### src/rtl/mul_unit.sv
// Iterative radix-2 multiplier for RV32M MUL/MULH/MULHSU/MULHU; stalls EX while busy.
// Define MUL_ZERO_SKIP_EN to finish zero-operand ops without the shift-add loop.
module mul_unit #(
    parameter int XLEN = 32
) (
    input  logic            clk,
    input  logic            Rst,
    input  logic            start,
    input  logic [2:0]      mulsel,
    input  logic            flush,
    input  logic [XLEN-1:0] rs1_data,
    input  logic [XLEN-1:0] rs2_data,
    output logic            busy,
    output logic            done,
    output logic [XLEN-1:0] result
);

    localparam logic [2:0] OP_MUL    = 3'b001;
    localparam logic [2:0] OP_MULH   = 3'b010;
    localparam logic [2:0] OP_MULHSU = 3'b011;
    localparam logic [2:0] OP_MULHU  = 3'b100;

    typedef enum logic [1:0] {IDLE, BUSY, DONE} state_t;

    state_t      state, state_nx;
    logic [2:0]  op_q;
    logic        neg_q;
    logic [5:0]  cnt_q;
    logic [63:0] acc_q;
    logic [63:0] mcand_q;
    logic [31:0] mplier_q;
    logic [31:0] res_q;

    logic        valid_op;
    logic        accept;
    logic        zero_op;
    logic        a_sgn;
    logic        b_sgn;
    logic [31:0] mag_a;
    logic [31:0] mag_b;
    logic [63:0] prod;
    logic [31:0] prod_sel;

    assign valid_op = (mulsel == OP_MUL) | (mulsel == OP_MULH) |
                      (mulsel == OP_MULHSU) | (mulsel == OP_MULHU);
    assign accept   = (state == IDLE) & start & valid_op & ~flush & ~Rst;

    assign a_sgn = ((mulsel == OP_MULH) | (mulsel == OP_MULHSU)) & rs1_data[31];
    assign b_sgn = (mulsel == OP_MULH) & rs2_data[31];
    // 0x80000000 negates to itself, which read unsigned is exactly 2^31
    assign mag_a = a_sgn ? (~rs1_data + 32'd1) : rs1_data;
    assign mag_b = b_sgn ? (~rs2_data + 32'd1) : rs2_data;

`ifdef MUL_ZERO_SKIP_EN
    assign zero_op = (rs1_data == 32'd0) | (rs2_data == 32'd0);
`else
    assign zero_op = 1'b0;
`endif

    assign prod     = neg_q ? (~acc_q + 64'd1) : acc_q;
    assign prod_sel = (op_q == OP_MUL) ? prod[31:0] : prod[63:32];

    assign busy   = (state == BUSY) | accept;
    assign done   = (state == DONE) & ~flush;
    assign result = done ? prod_sel : res_q;

    always_comb begin
        state_nx = state;
        unique case (state)
            IDLE: if (accept) state_nx = zero_op ? DONE : BUSY;
            BUSY: begin
                if (flush)
                    state_nx = IDLE;
                else if (cnt_q == 6'd1)
                    state_nx = DONE;
            end
            DONE:    state_nx = IDLE;
            default: state_nx = IDLE;
        endcase
    end

    always_ff @(posedge clk or posedge Rst) begin
        if (Rst)
            state <= IDLE;
        else
            state <= state_nx;
    end

    always_ff @(posedge clk or posedge Rst) begin
        if (Rst) begin
            op_q     <= 3'd0;
            neg_q    <= 1'b0;
            cnt_q    <= 6'd0;
            acc_q    <= 64'd0;
            mcand_q  <= 64'd0;
            mplier_q <= 32'd0;
            res_q    <= 32'd0;
        end else if (accept) begin
            op_q     <= mulsel;
            neg_q    <= a_sgn ^ b_sgn;
            cnt_q    <= 6'd32;
            acc_q    <= 64'd0;
            mcand_q  <= {32'd0, mag_a};
            mplier_q <= mag_b;
        end else if (state == BUSY && !flush) begin
            if (mplier_q[0])
                acc_q <= acc_q + mcand_q;
            mcand_q  <= mcand_q << 1;
            mplier_q <= mplier_q >> 1;
            cnt_q    <= cnt_q - 6'd1;
        end else if (done) begin
            res_q <= prod_sel;
        end
    end

endmodule

### config.mk
export PLATFORM = sky130hd
export DESIGN_NAME = mul_unit
export DESIGN_NICKNAME = d
export VERILOG_FILES = /design/src/rtl/mul_unit.sv
export SDC_FILE = /design/constraint.sdc
export NUM_CORES = 1
export LEC_CHECK = 0
export BUFFER_PORTS_ARGS = -buffer_cell sky130_fd_sc_hd__buf_2
export CORE_ASPECT_RATIO = 1.5
export CORE_UTILIZATION = 25
export CTS_CLUSTER_DIAMETER = 40
export DETAILED_ROUTE_END_ITERATION = 16
export PLACE_DENSITY = 0.5
export SYNTH_ARGS = -nofsm -noshare
export SYNTH_HDL_FRONTEND = slang
export SYNTH_SLANG_ARGS = --single-unit
### constraint.sdc
create_clock -name clk -period 6.8 [get_ports clk]
set_clock_uncertainty 0.05 [all_clocks]
set_input_delay 0 -clock clk [delete_from_list [all_inputs] [get_ports clk]]
set_output_delay 0 -clock clk [all_outputs]
set_load 0.02 [all_outputs]
# Yosys cells after proc, flatten, opt, wreduce, memory -nomap -nowiden
# Index checks and enable logic that the tools add are counted.
# totals
elab_cells	69
out_inout_bits	34
regBits	204
# classes
n_bitwise	20
n_mux	18
eq_ne	10
n_reduce_logical	8
addsub	5
# ops
op	count
two-way mux 64 bit	6
two-way mux 32 bit	6
adder 32 x 1 -> 32 bit (second input constant)	2
adder 64 x 1 -> 64 bit (second input constant)	1
adder 64 bit	1
NOT 32 bit	2
NOT 64 bit	1
two-way mux 6 bit	2
AND 1 bit	7
equality test 3 x 1 -> 1 bit (second input constant)	2
equality test 3 x 2 -> 1 bit (second input constant)	2
equality test 6 x 1 -> 1 bit (second input constant)	1
two-way mux 2 bit	3
AND reduction 2 bit	3
subtractor 6 x 1 -> 6 bit (second input constant)	1
bitwise OR 1 bit	5
NOT 1 bit	4
case mux 2 bit (2 select lines)	1
nonzero test 2 bit	2
equality test 3 bit (second input constant)	1
inequality test 3 x 2 -> 1 bit (second input constant)	1
equality test 2 x 1 -> 1 bit (second input constant)	1
equality test 2 bit (second input constant)	1
logical NOT 2 bit	1
4 further kinds	4

# Longest topological paths before layout
# depth
depth_word	9
mapped_depth	12
ltp_nobuf	12

# Worst setup path after synthesis
# No wires, ideal clock.
# synth_timing
path_kind	reg2out
start	register acc_q[50]
end	output result[31]
setup_slack_ns	2.847
path_buffers	0
stages_incl_launch_ff	11
arrival_time_ns	3.903
cell_sequence	dfrtp_1 -> or4_1 -> or3_1 -> or2_4 -> or3_4 -> or3_4 -> or3_1 -> or3_1 -> a31oi_1 -> a21oi_1 -> o41ai_1
# synth_between
elab_chain_cells	5
# synth_rtl
item	line	text
start, declared	29	logic [63:0] acc_q;
start signal, assigned	107	acc_q <= acc_q + mcand_q;
NOT 64 bit	60	assign prod = neg_q ? (~acc_q + 64'd1) : acc_q;
adder 64 x 1 -> 64 bit	60	
two-way mux 64 bit	60	
two-way mux 32 bit	61	assign prod_sel = (op_q == OP_MUL) ? prod[31:0] : prod[63:32];
two-way mux 32 bit	--	
end, declared	15	output logic [XLEN-1:0] result
# Every way passes these cells.

# Worst setup path in the final report
# layout_timing
start	register acc_q[14]
end	output result[31]
# The elaborated chain is that of the path after synthesis.

==> metrics.csv <==
metric,value,unit
status,"complete, no violations",
placed inst area,16100,um^2
Core Region,58900,um^2
minimum clock period,4900,ps
VDD IR max,0.164,mV
root buf cell,clkbuf_16,
Int Power,3.57,mW
"Clk pin slew, worst setup/hold paths",50,ps
"Arr. time, crit path",4850,ps
Die W,201,um
"Net Count, Synth",2055,
CTS Buf Count,36,
clock power share,28.8,%
final period utilization,72.1,%
Via density,5.04,
top cell type's share of synthesized area,34.3,%
Mapped Area,14900,um^2
die height,301,um
initial antenna violation count,0,
Psw,2.56,mW
final setup violation count,0,
Boundary Pins,105,
largest net degree at the start of global routing,90,
Util after Layout,31.1,%
latest clock arrival within the worst-skew pair,540,ps
CP Max Fanout,9,
Post-synth top cells,"324 x nand2_1, 204 x dfrtp_1, 204 x o21ai_0",
Sum Neg Setup Slack,0,ps
RePlAce Congestion,0.958,
row count,109,
"Avg Cell Area, Syn",7.77,um^2
hpwl dp,36.2,mm
Critical Path RT,6750,ps
first-pass GRT wire length,77.3,mm
CTS tree,yes,
Synth area leaders,"dfrtp_1 34%, nand2_1 8.2%, o21ai_0 6.9%",
Slew HR,26.1,%
unrepaired setup endpoints after global routing,no,
sequential share of power,30.1,%
synthesis-stage register bit count,204,
Critical Path End Type,output pin,
full die area,60500,um^2
worst slew pin tran,1110,ps
most common cell in the synthesized netlist,nand2_1,
post-CTS setup buffers,0,
switching portion of total power,41.7,%
Hold Path Class,input port to async pin,
post-route ant nets,0,
startpoint types,flip-flop,
total global-route track usage,16.0,%
Crit Path Class,flip-flop to output pin,
async set or reset register ratio after synthesis,100,%
nets@finish,2208,
YS warnings,0,
Synth Instances,1915,
share of layout cells above drive strength 1,9.40,%
clock buffer depth,3,
initial DRC count,845,
fin. max-slew vios,0,
Final Non-Filler Cells,2873,
Routed WL,49.0,mm
P_leak,7.89,nW
I/O Buffers,104,
DRC Markers,0,
cell area after layout,18300,um^2
max_cap viols,0,
Clock Sinks,204,
Post-synth EDFFs,0,
drt wl/cell,17.1,um
Comb pwr share,41.1,%
fmax,204,MHz
via count,14500,
Synth Flop Type,dfrtp_1,
final hold vios,0,
post-synth cell types,63,
diode count,0,
vias in the first global route,14200,
H-tree depth,2,
GR Overflow Total,0,
post-synth top area cell,dfrtp_1,
Final Power,6.14,mW
DR pass1 iterations,5,
dpl cells,2703,
initial core utilization,25.2,%
"Seq/Total Area, Yosys",34.3,%
area added between synthesis and finish,23.2,%
power per standard cell area,335,nW/um^2
final cells by class:
cell class | count | area [um^2]
timing repair buffer | 224 | 1680
clock buffer | 47 | 1000
fill | 6349 | 40600
sequential | 204 | 5110
multi-input combinational | 1565 | 9240
tap | 777 | 972
inverter | 37 | 146
clock inverter | 19 | 170
placed cells by master (no fill, tap or decap), drive strengths merged, types with 5 or more instances in the layout:
| cell type | instances |
|---|---|
| nand2 | 324 |
| o21ai | 204 |
| dfrtp | 204 |
| a21oi | 165 |
| nor2 | 162 |
| buf | 120 |
| dlygate4sd3 | 104 |
| xnor2 | 99 |
| nand3 | 82 |
| xor2 | 76 |
| a31oi | 70 |
| ha | 68 |
| clkbuf | 47 |
| inv | 41 |
| o31ai | 34 |
| nor3 | 29 |
| a21o | 26 |
| or3 | 22 |
| nand4 | 21 |
| o41ai | 19 |
| o21bai | 17 |
| nor4 | 17 |
| or4 | 14 |
| and3 | 12 |
| nand2b | 10 |
| nor2b | 9 |
| and2 | 9 |
| o21a | 7 |
| o211ai | 7 |
| clkinvlp | 7 |
| clkinv | 7 |
| mux2i | 6 |
| a221o | 6 |
| o221ai | 5 |
| a211o | 5 |
state kept, by name (all words and copies together), names as in the netlist:
register  cells
acc_q        64
cnt_q         6
mcand_q      64
mplier_q     32
neg_q         1
op_q          3
res_q        32
state         2
routing by layer:
metal | vias up | GRT usage (%) | part of all wire, %
li1 | 7149 | - | -
met1 | 6914 | 19.1 | 42
met2 | 329 | 28.3 | 50
met3 | 95 | 1.85 | 3.5
met4 | 0 | 7.83 | 4.5
met5 | - | 0 | 0
logic make-up (layout without fill, tap and decap cells):
| kind of cell | Yosys count | in the layout | share of synthesized area [%] |
|---|---|---|---|
| AO/OA/AOI/OAI | 592 | 592 | 23.6 |
| XOR/XNOR | 175 | 175 | 10.3 |
| adder cells (fa/ha/maj) | 69 | 69 | 5.86 |
| buffers and inverters | 146 | 327 | 3.71 |
| flip-flops | 204 | 204 | 34.3 |
| multiplexers | 7 | 7 | 0.555 |
| AND/OR/NAND/NOR | 722 | 722 | 21.6 |
worst max-delay path: stages (launching register included):
cell     delay [ps]
dfrtp_1         430
or4_1           580
or3_1           390
nor4_2          340
nand3_1         210
nor3_1          490
nand3_2         310
or3_1           460
a31oi_1         200
a21oi_1         110
o41ai_1         550
buf_2           260
per-stage QoR:
step	setup WS [ps]	hold WS (ps)
detailed placement	2400	50.8
global placement	2550	48.0
CTS	1800	41.7
global route	1550	75.7
finish	1900	15.9
floorplan	1180	55.4
power groups by stage:
stage,Clock [mW],Sequential [mW],Combinational [mW]
detailed placement,0,1.86,2.44
CTS,1.83,1.84,2.51
floorplan,0,1.73,1.83
finish,1.77,1.84,2.52
global placement,0,1.85,2.43
global route,1.87,1.89,2.82
what timing repair did:
item | CTS | global route
hold buffers | 104 | 0
gates resized for setup | 0 | 0
hold endpoints to repair | 141 | 0
final timing paths:
kind	start	end	slack (ps)	depth (start not counted)
setup / recovery	acc_q[14]	result[31]	1900	11
setup reg to reg	acc_q[1]	acc_q[57]	2540	11
max in group asynchronous	Rst	acc_q[43]	5190	4
hold / removal	Rst	state[1]	20	3
hold reg to reg	res_q[9]	res_q[9]	420	2
min in group clk	start	op_q[1]	60	3
(Power assumes the default switching activity.)
